**config.mk**
```make
export PLATFORM = sky130hd
export DESIGN_NAME = mem_arbiter
export DESIGN_NICKNAME = d
export VERILOG_FILES = /design/src/rtl/mem_arbiter.sv
export SDC_FILE = /design/constraint.sdc
export NUM_CORES = 1
export LEC_CHECK = 0
export CAP_MARGIN = 10
export CORE_MARGIN = 2
export CORE_UTILIZATION = 30
export CTS_CLUSTER_SIZE = 20
export DETAILED_ROUTE_END_ITERATION = 10
export DONT_BUFFER_PORTS = 1
export GPL_ROUTABILITY_DRIVEN = 0
export MAX_ROUTING_LAYER = met4
export RECOVER_POWER = 100
export SYNTH_ARGS = -nofsm -noshare
export SYNTH_HDL_FRONTEND = slang
export SYNTH_SLANG_ARGS = --single-unit
```
**constraint.sdc**
```tcl
create_clock -name clk -period 1.6 [get_ports clk]
set_input_delay 0.32 -clock clk [delete_from_list [all_inputs] [get_ports clk]]
set_output_delay 0.32 -clock clk [all_outputs]
set_load 0.02 [all_outputs]
```
**src/rtl/mem_arbiter.sv**
```systemverilog
// mem_arbiter: three-requester (CPU, Acl, DMA) arbiter in front of a
// single-ported memory with a one-cycle read latency.
//
// Ports
//   clk, rst_n                      clock, async active-low reset
//   {CPU,Acl,DMA}Req/WrEn/Addr/Data request side, held until granted
//   {CPU,Acl,DMA}Gnt                combinational one-hot grant
//   {CPU,Acl,DMA}Out                registered read data (holds last read)
//   {CPU,Acl,DMA}Valid              completion pulse, 2 cycles after grant
//   MemEn/MemWrEn/MemAddr/MemWData  memory command, issued in grant cycle
//   MemRData                        memory read data, cycle after command
//
// Build option: define MEM_ARB_ROUND_ROBIN_EN for round-robin arbitration;
// otherwise fixed priority CPU > Acl > DMA.

// Per-requester read-data holding register.
module mem_arb_lane #(
  parameter int DW = 32
) (
  input  logic          clk,
  input  logic          rst_n,
  input  logic          cap,
  input  logic [DW-1:0] rdata,
  output logic [DW-1:0] out
);
  always_ff @(posedge clk or negedge rst_n)
    if (!rst_n)   out <= '0;
    else if (cap) out <= rdata;
endmodule

module mem_arbiter #(
  parameter int DATA_WIDTH = 32,
  parameter int ADDR_WIDTH = 16
) (
  input  logic                  clk,
  input  logic                  rst_n,
  input  logic                  CPUReq,
  input  logic                  CPUWrEn,
  input  logic [ADDR_WIDTH-1:0] CPUAddr,
  input  logic [DATA_WIDTH-1:0] CPUData,
  output logic                  CPUGnt,
  output logic [DATA_WIDTH-1:0] CPUOut,
  output logic                  CPUValid,
  input  logic                  AclReq,
  input  logic                  AclWrEn,
  input  logic [ADDR_WIDTH-1:0] AclAddr,
  input  logic [DATA_WIDTH-1:0] AclData,
  output logic                  AclGnt,
  output logic [DATA_WIDTH-1:0] AclOut,
  output logic                  AclValid,
  input  logic                  DMAReq,
  input  logic                  DMAWrEn,
  input  logic [ADDR_WIDTH-1:0] DMAAddr,
  input  logic [DATA_WIDTH-1:0] DMAData,
  output logic                  DMAGnt,
  output logic [DATA_WIDTH-1:0] DMAOut,
  output logic                  DMAValid,
  output logic                  MemEn,
  output logic                  MemWrEn,
  output logic [ADDR_WIDTH-1:0] MemAddr,
  output logic [DATA_WIDTH-1:0] MemWData,
  input  logic [DATA_WIDTH-1:0] MemRData
);
  localparam int NUM_LANES = 3;
  localparam int STAGES    = 2;
  localparam int CPU = 0, ACL = 1, DMA = 2;

  typedef struct packed {
    logic                  en;
    logic                  wr;
    logic [ADDR_WIDTH-1:0] addr;
    logic [DATA_WIDTH-1:0] data;
  } cmd_t;

  logic [NUM_LANES-1:0]                 req, wr, arb, gnt, cap;
  logic [NUM_LANES-1:0][ADDR_WIDTH-1:0] addr;
  logic [NUM_LANES-1:0][DATA_WIDTH-1:0] wdata, out;
  cmd_t                                 mem;

  assign req   = {DMAReq,  AclReq,  CPUReq};
  assign wr    = {DMAWrEn, AclWrEn, CPUWrEn};
  assign addr  = {DMAAddr, AclAddr, CPUAddr};
  assign wdata = {DMAData, AclData, CPUData};

`ifdef MEM_ARB_ROUND_ROBIN_EN
  // ptr names the requester searched first; it moves past each winner.
  logic [1:0] ptr;

  always_comb begin
    arb = '0;
    case (ptr)
      2'd1: begin
        if      (req[ACL]) arb[ACL] = 1'b1;
        else if (req[DMA]) arb[DMA] = 1'b1;
        else if (req[CPU]) arb[CPU] = 1'b1;
      end
      2'd2: begin
        if      (req[DMA]) arb[DMA] = 1'b1;
        else if (req[CPU]) arb[CPU] = 1'b1;
        else if (req[ACL]) arb[ACL] = 1'b1;
      end
      default: begin
        if      (req[CPU]) arb[CPU] = 1'b1;
        else if (req[ACL]) arb[ACL] = 1'b1;
        else if (req[DMA]) arb[DMA] = 1'b1;
      end
    endcase
  end

  always_ff @(posedge clk or negedge rst_n)
    if (!rst_n)        ptr <= 2'd0;
    else if (gnt[CPU]) ptr <= 2'd1;
    else if (gnt[ACL]) ptr <= 2'd2;
    else if (gnt[DMA]) ptr <= 2'd0;
`else
  always_comb begin
    arb = '0;
    if      (req[CPU]) arb[CPU] = 1'b1;
    else if (req[ACL]) arb[ACL] = 1'b1;
    else if (req[DMA]) arb[DMA] = 1'b1;
  end
`endif

  // Grant is combinational, so force it low while reset is held.
  assign gnt = {NUM_LANES{rst_n}} & arb;

  always_comb begin
    mem = '0;
    for (int i = 0; i < NUM_LANES; i++)
      if (gnt[i]) begin
        mem.en   = 1'b1;
        mem.wr   = wr[i];
        mem.addr = addr[i];
        mem.data = wdata[i];
      end
  end

  assign MemEn    = mem.en;
  assign MemWrEn  = mem.wr;
  assign MemAddr  = mem.addr;
  assign MemWData = mem.data;

  // One-hot tag pipeline. The write flag is only needed in stage 1, where
  // it decides whether MemRData is captured; stage 2 just raises Valid.
  logic [STAGES:1][NUM_LANES-1:0] vld_pipe;
  logic                           wr_s1;

  always_ff @(posedge clk or negedge rst_n)
    if (!rst_n) begin
      vld_pipe <= '0;
      wr_s1    <= 1'b0;
    end else begin
      vld_pipe[1] <= gnt;
      wr_s1       <= mem.wr;
      for (int s = 2; s <= STAGES; s++) vld_pipe[s] <= vld_pipe[s-1];
    end

  assign cap = vld_pipe[1] & {NUM_LANES{~wr_s1}};

  for (genvar i = 0; i < NUM_LANES; i++) begin : g_lane
    mem_arb_lane #(.DW(DATA_WIDTH)) u_lane (
      .clk  (clk),
      .rst_n(rst_n),
      .cap  (cap[i]),
      .rdata(MemRData),
      .out  (out[i])
    );
  end

  assign CPUGnt   = gnt[CPU];
  assign AclGnt   = gnt[ACL];
  assign DMAGnt   = gnt[DMA];
  assign CPUOut   = out[CPU];
  assign AclOut   = out[ACL];
  assign DMAOut   = out[DMA];
  assign CPUValid = vld_pipe[STAGES][CPU];
  assign AclValid = vld_pipe[STAGES][ACL];
  assign DMAValid = vld_pipe[STAGES][DMA];
endmodule

```
==> impl_metrics.sql <==
INSERT INTO impl_metrics (metric_group, metric, value, unit) VALUES
('sta', 'setup_viol', '15', ''),
('power', 'seqPwrFrac', '54.8', '%'),
('status', 'violations_in_the_final_reports', 'hold timing, setup timing', ''),
('detailed_routing', 'drt_pass1_iterations', '4', ''),
('cells_and_area', 'fin_nets', '613', ''),
('clocking', 'post-cts-setup-buffers', '0', ''),
('global_route', 'number_of_antenna_violations_at_the_first_check_in_global_routing', '0', ''),
('logic_synthesis', 'synth.ff_latch_count', '103', ''),
('power', 'power.leakage', '2.77', 'nW'),
('placement', 'place.port_buffers', '0', ''),
('logic_synthesis', 'area_share_of_the_largest_cell_type_after_synthesis', '51.3', '%'),
('global_route', 'grt_start_max_net_pins', '107', ''),
('clocking', 'clock_tree.buffer_depth', '2', ''),
('floorplan', 'core_area', '16500', 'um^2'),
('power', 'netSwitchingFraction', '34.3', '%'),
('sta', 'finalWorstPathRequiredPeriod', '1660', 'ps'),
('floorplan', 'die_area', '17800', 'um^2'),
('clocking', 'cts.root.buffer_cell', 'sky130_fd_sc_hd__clkbuf_16', ''),
('cells_and_area', 'area_growth_syn_to_layout', '20.1', '%'),
('cells_and_area', 'finalCoreUtilization', '36.7', '%'),
('critical_path', 'critPathLaunchType', 'primary input', ''),
('cells_and_area', 'layout.cells.most_common', 'sky130_fd_sc_hd__dfrtp_1', ''),
('cells_and_area', 'final_layout_size_suffix_gt1_share', '46.1', '%'),
('detailed_routing', 'wl_cell', '21.5', 'um'),
('detailed_routing', 'post_drt_via_cell_ratio', '5.21', ''),
('power', 'switchingPower', '2.68', 'mW'),
('detailed_routing', 'initialDrtViolationCount', '127', ''),
('logic_synthesis', 'warnings_from_yosys', '0', ''),
('clocking', 'clk-insertion-delay-late', '340', 'ps'),
('detailed_routing', 'routed_wirelength', '14000', 'um'),
('detailed_routing', 'vias', '3410', ''),
('global_route', 'grt_pass1_vias', '3626', ''),
('detailed_routing', 'postRouteAntennaNets', '0', ''),
('status', 'status', 'complete, but fails checks', ''),
('logic_synthesis', 'post_synth_num_cell_types', '18', ''),
('sta', 'worst_slew_pin_slew', '402', 'ps'),
('logic_synthesis', 'synth.area.top_cells', 'sky130_fd_sc_hd__dfrtp_1, sky130_fd_sc_hd__mux2_4, sky130_fd_sc_hd__mux2_2', ''),
('sta', 'setup_slack', '-62.8', 'ps'),
('clocking', 'tritoncts.num_buffers', '9', ''),
('floorplan', 'io_pins', '336', ''),
('clocking', 'tritoncts_num_sinks', '103', ''),
('critical_path', 'timing.critical_path.arrival', '1340', 'ps'),
('placement', 'placed_cell_area', '5650', 'um^2'),
('cells_and_area', 'final_cell_area', '6040', 'um^2'),
('sta', 'fin_crit_sh', '104', '%'),
('sta', 'post_route_worst_hold_slack', '-332', 'ps'),
('power', 'vdd_ir_drop_max', '586', 'uV'),
('floorplan', 'initial_utilization', '30.5', '%'),
('critical_path', 'path_class', 'in2out', ''),
('power', 'power_density', '1290', 'nW/um^2'),
('power', 'cell_internal_pwr', '5.13', 'mW'),
('critical_path', 'worst-path-max-fanout', '32', ''),
('sta', 'rsz0062_at_grt', 'true', ''),
('cells_and_area', 'n_antenna_cell', '0', ''),
('sta', 'endpoints_failing_hold', '103', ''),
('logic_synthesis', 'synth.cell_area', '5020', 'um^2'),
('sta', 'maxClockFrequency', '0.601', 'GHz'),
('floorplan', 'num_rows', '47', ''),
('power', 'comb_power_share', '17.6', '%'),
('sta', 'worst_slew_margin_rel', '73.2', '%'),
('logic_synthesis', 'synth_cells', '389', ''),
('global_route', 'globalRouteTotalUtil', '15.7', '%'),
('placement', 'place_hpwl', '10900', 'um'),
('detailed_routing', 'drc', '0', ''),
('critical_path', 'end_kind', 'output pin', ''),
('global_route', 'wire_length_of_the_first_global_routing_pass', '21000', 'um'),
('clocking', 'cts.clk_slew.worst_paths', '80', 'ps'),
('critical_path', 'critical_path_required', '1280', 'ps'),
('logic_synthesis', 'sequential_area_share_after_synthesis', '51.3', '%'),
('floorplan', 'dieWidth', '133', 'um'),
('sta', 'slew_viol_final', '0', '');
[cell type report]
type / count / area [um^2] / share of cell area [%]
flip-flops and latches: 103 / 2580 / 42.7
well taps: 220 / 275 / 4.56
clock inverters: 7 / 73.8 / 1.22
repair buffers: 64 / 613 / 10.2
inverters: 1 / 3.75 / 0.0622
multi-input cells: 250 / 2270 / 37.6
clock buffers: 9 / 225 / 3.73
[critical path, stage by stage]
cell                      delay (ps)
sky130_fd_sc_hd__and3b_2         290
sky130_fd_sc_hd__buf_12          210
sky130_fd_sc_hd__a22oi_1         120
sky130_fd_sc_hd__a21oi_1         210
sky130_fd_sc_hd__buf_4           180
[registers in the layout (all words and copies together) (netlist names)]
register and cells:
CPUValid 1, DMAValid 1, AclValid 1, vld_pipe 3, g_lane.u_lane.out 96, wr_s1 1
[worst paths after layout]
check | from | endpoint | slack [ps] | cells past startpoint
max | CPUReq | MemWData[23] | -60 | 5
min | rst_n | g_lane[0].u_lane.out[1]$_DFFE_PN0P_ | -330 | 0
max reg2reg | wr_s1$_DFF_PN0_ | g_lane[2].u_lane.out[0]$_DFFE_PN0P_ | 260 | 3
min reg2reg | vld_pipe[0]$_DFF_PN0_ | CPUValid$_DFF_PN0_ | 390 | 0
max in group asynchronous | rst_n | g_lane[1].u_lane.out[22]$_DFFE_PN0P_ | 1800 | 0
min in group clk | MemRData[1] | g_lane[0].u_lane.out[1]$_DFFE_PN0P_ | 100 | 1
[what timing repair did]
item,4_1_cts,5_1_grt
hold endpoints to repair,103,103
setup endpoints to repair,12,45
gates resized for setup,11,9
pin swaps,2,5
[cell usage after synthesis]
master,count
sky130_fd_sc_hd__nand4bb_1,1
sky130_fd_sc_hd__nand2b_1,2
sky130_fd_sc_hd__and2_1,1
sky130_fd_sc_hd__or3_1,1
sky130_fd_sc_hd__buf_4,1
sky130_fd_sc_hd__a22oi_1,49
sky130_fd_sc_hd__buf_2,14
sky130_fd_sc_hd__mux2_2,34
sky130_fd_sc_hd__nor2_1,49
sky130_fd_sc_hd__and3b_1,1
sky130_fd_sc_hd__dfrtp_1,103
sky130_fd_sc_hd__clkbuf_1,2
sky130_fd_sc_hd__a21oi_1,49
sky130_fd_sc_hd__nor2b_1,1
sky130_fd_sc_hd__mux2_4,60
sky130_fd_sc_hd__mux2_1,2
sky130_fd_sc_hd__inv_2,1
sky130_fd_sc_hd__buf_6,18
[power by group through the flow]
stage               sequential [mW]  combinational [mW]  clock [mW]
floorplan                      4.18                1.08           0
global placement               4.32                1.32           0
detailed placement             4.35                1.36           0
CTS                            4.30                1.38        2.22
global route                   4.35                1.47        2.34
finish                         4.28                1.38        2.15
[layer usage]
| layer | track usage (%) | vias to the layer above | wire length (um) |
|---|---|---|---|
| met5 | - | - | 0 |
| met4 | 5.44 | 0 | 364 |
| met3 | 6.13 | 27 | 1540 |
| met2 | 27.6 | 229 | 7320 |
| met1 | 16.0 | 1673 | 4820 |
| li1 | - | 1481 | - |
[cell families after synthesis]
group           count (synthesis)  synth area share [%]
flops                         103                  51.3
compound gates                 98                  12.2
simple gates                   56                  4.68
mux                            96                  26.0
buf+inv                        36                  5.80
[through the flow]
stage	total power, mW	std cells	setup TNS (ps)	setup slack [ps]
floorplan	5.25	389	0	13.4
global placement	5.64	638	-61.5	-25.9
detailed placement	5.71	638	-289	-56.3
CTS	7.90	654	-15.7	-9.99
global route	8.16	654	-1910	-114
finish	7.81	654	-314	-62.8
No activity file was read; power rests on OpenSTA's default activity.
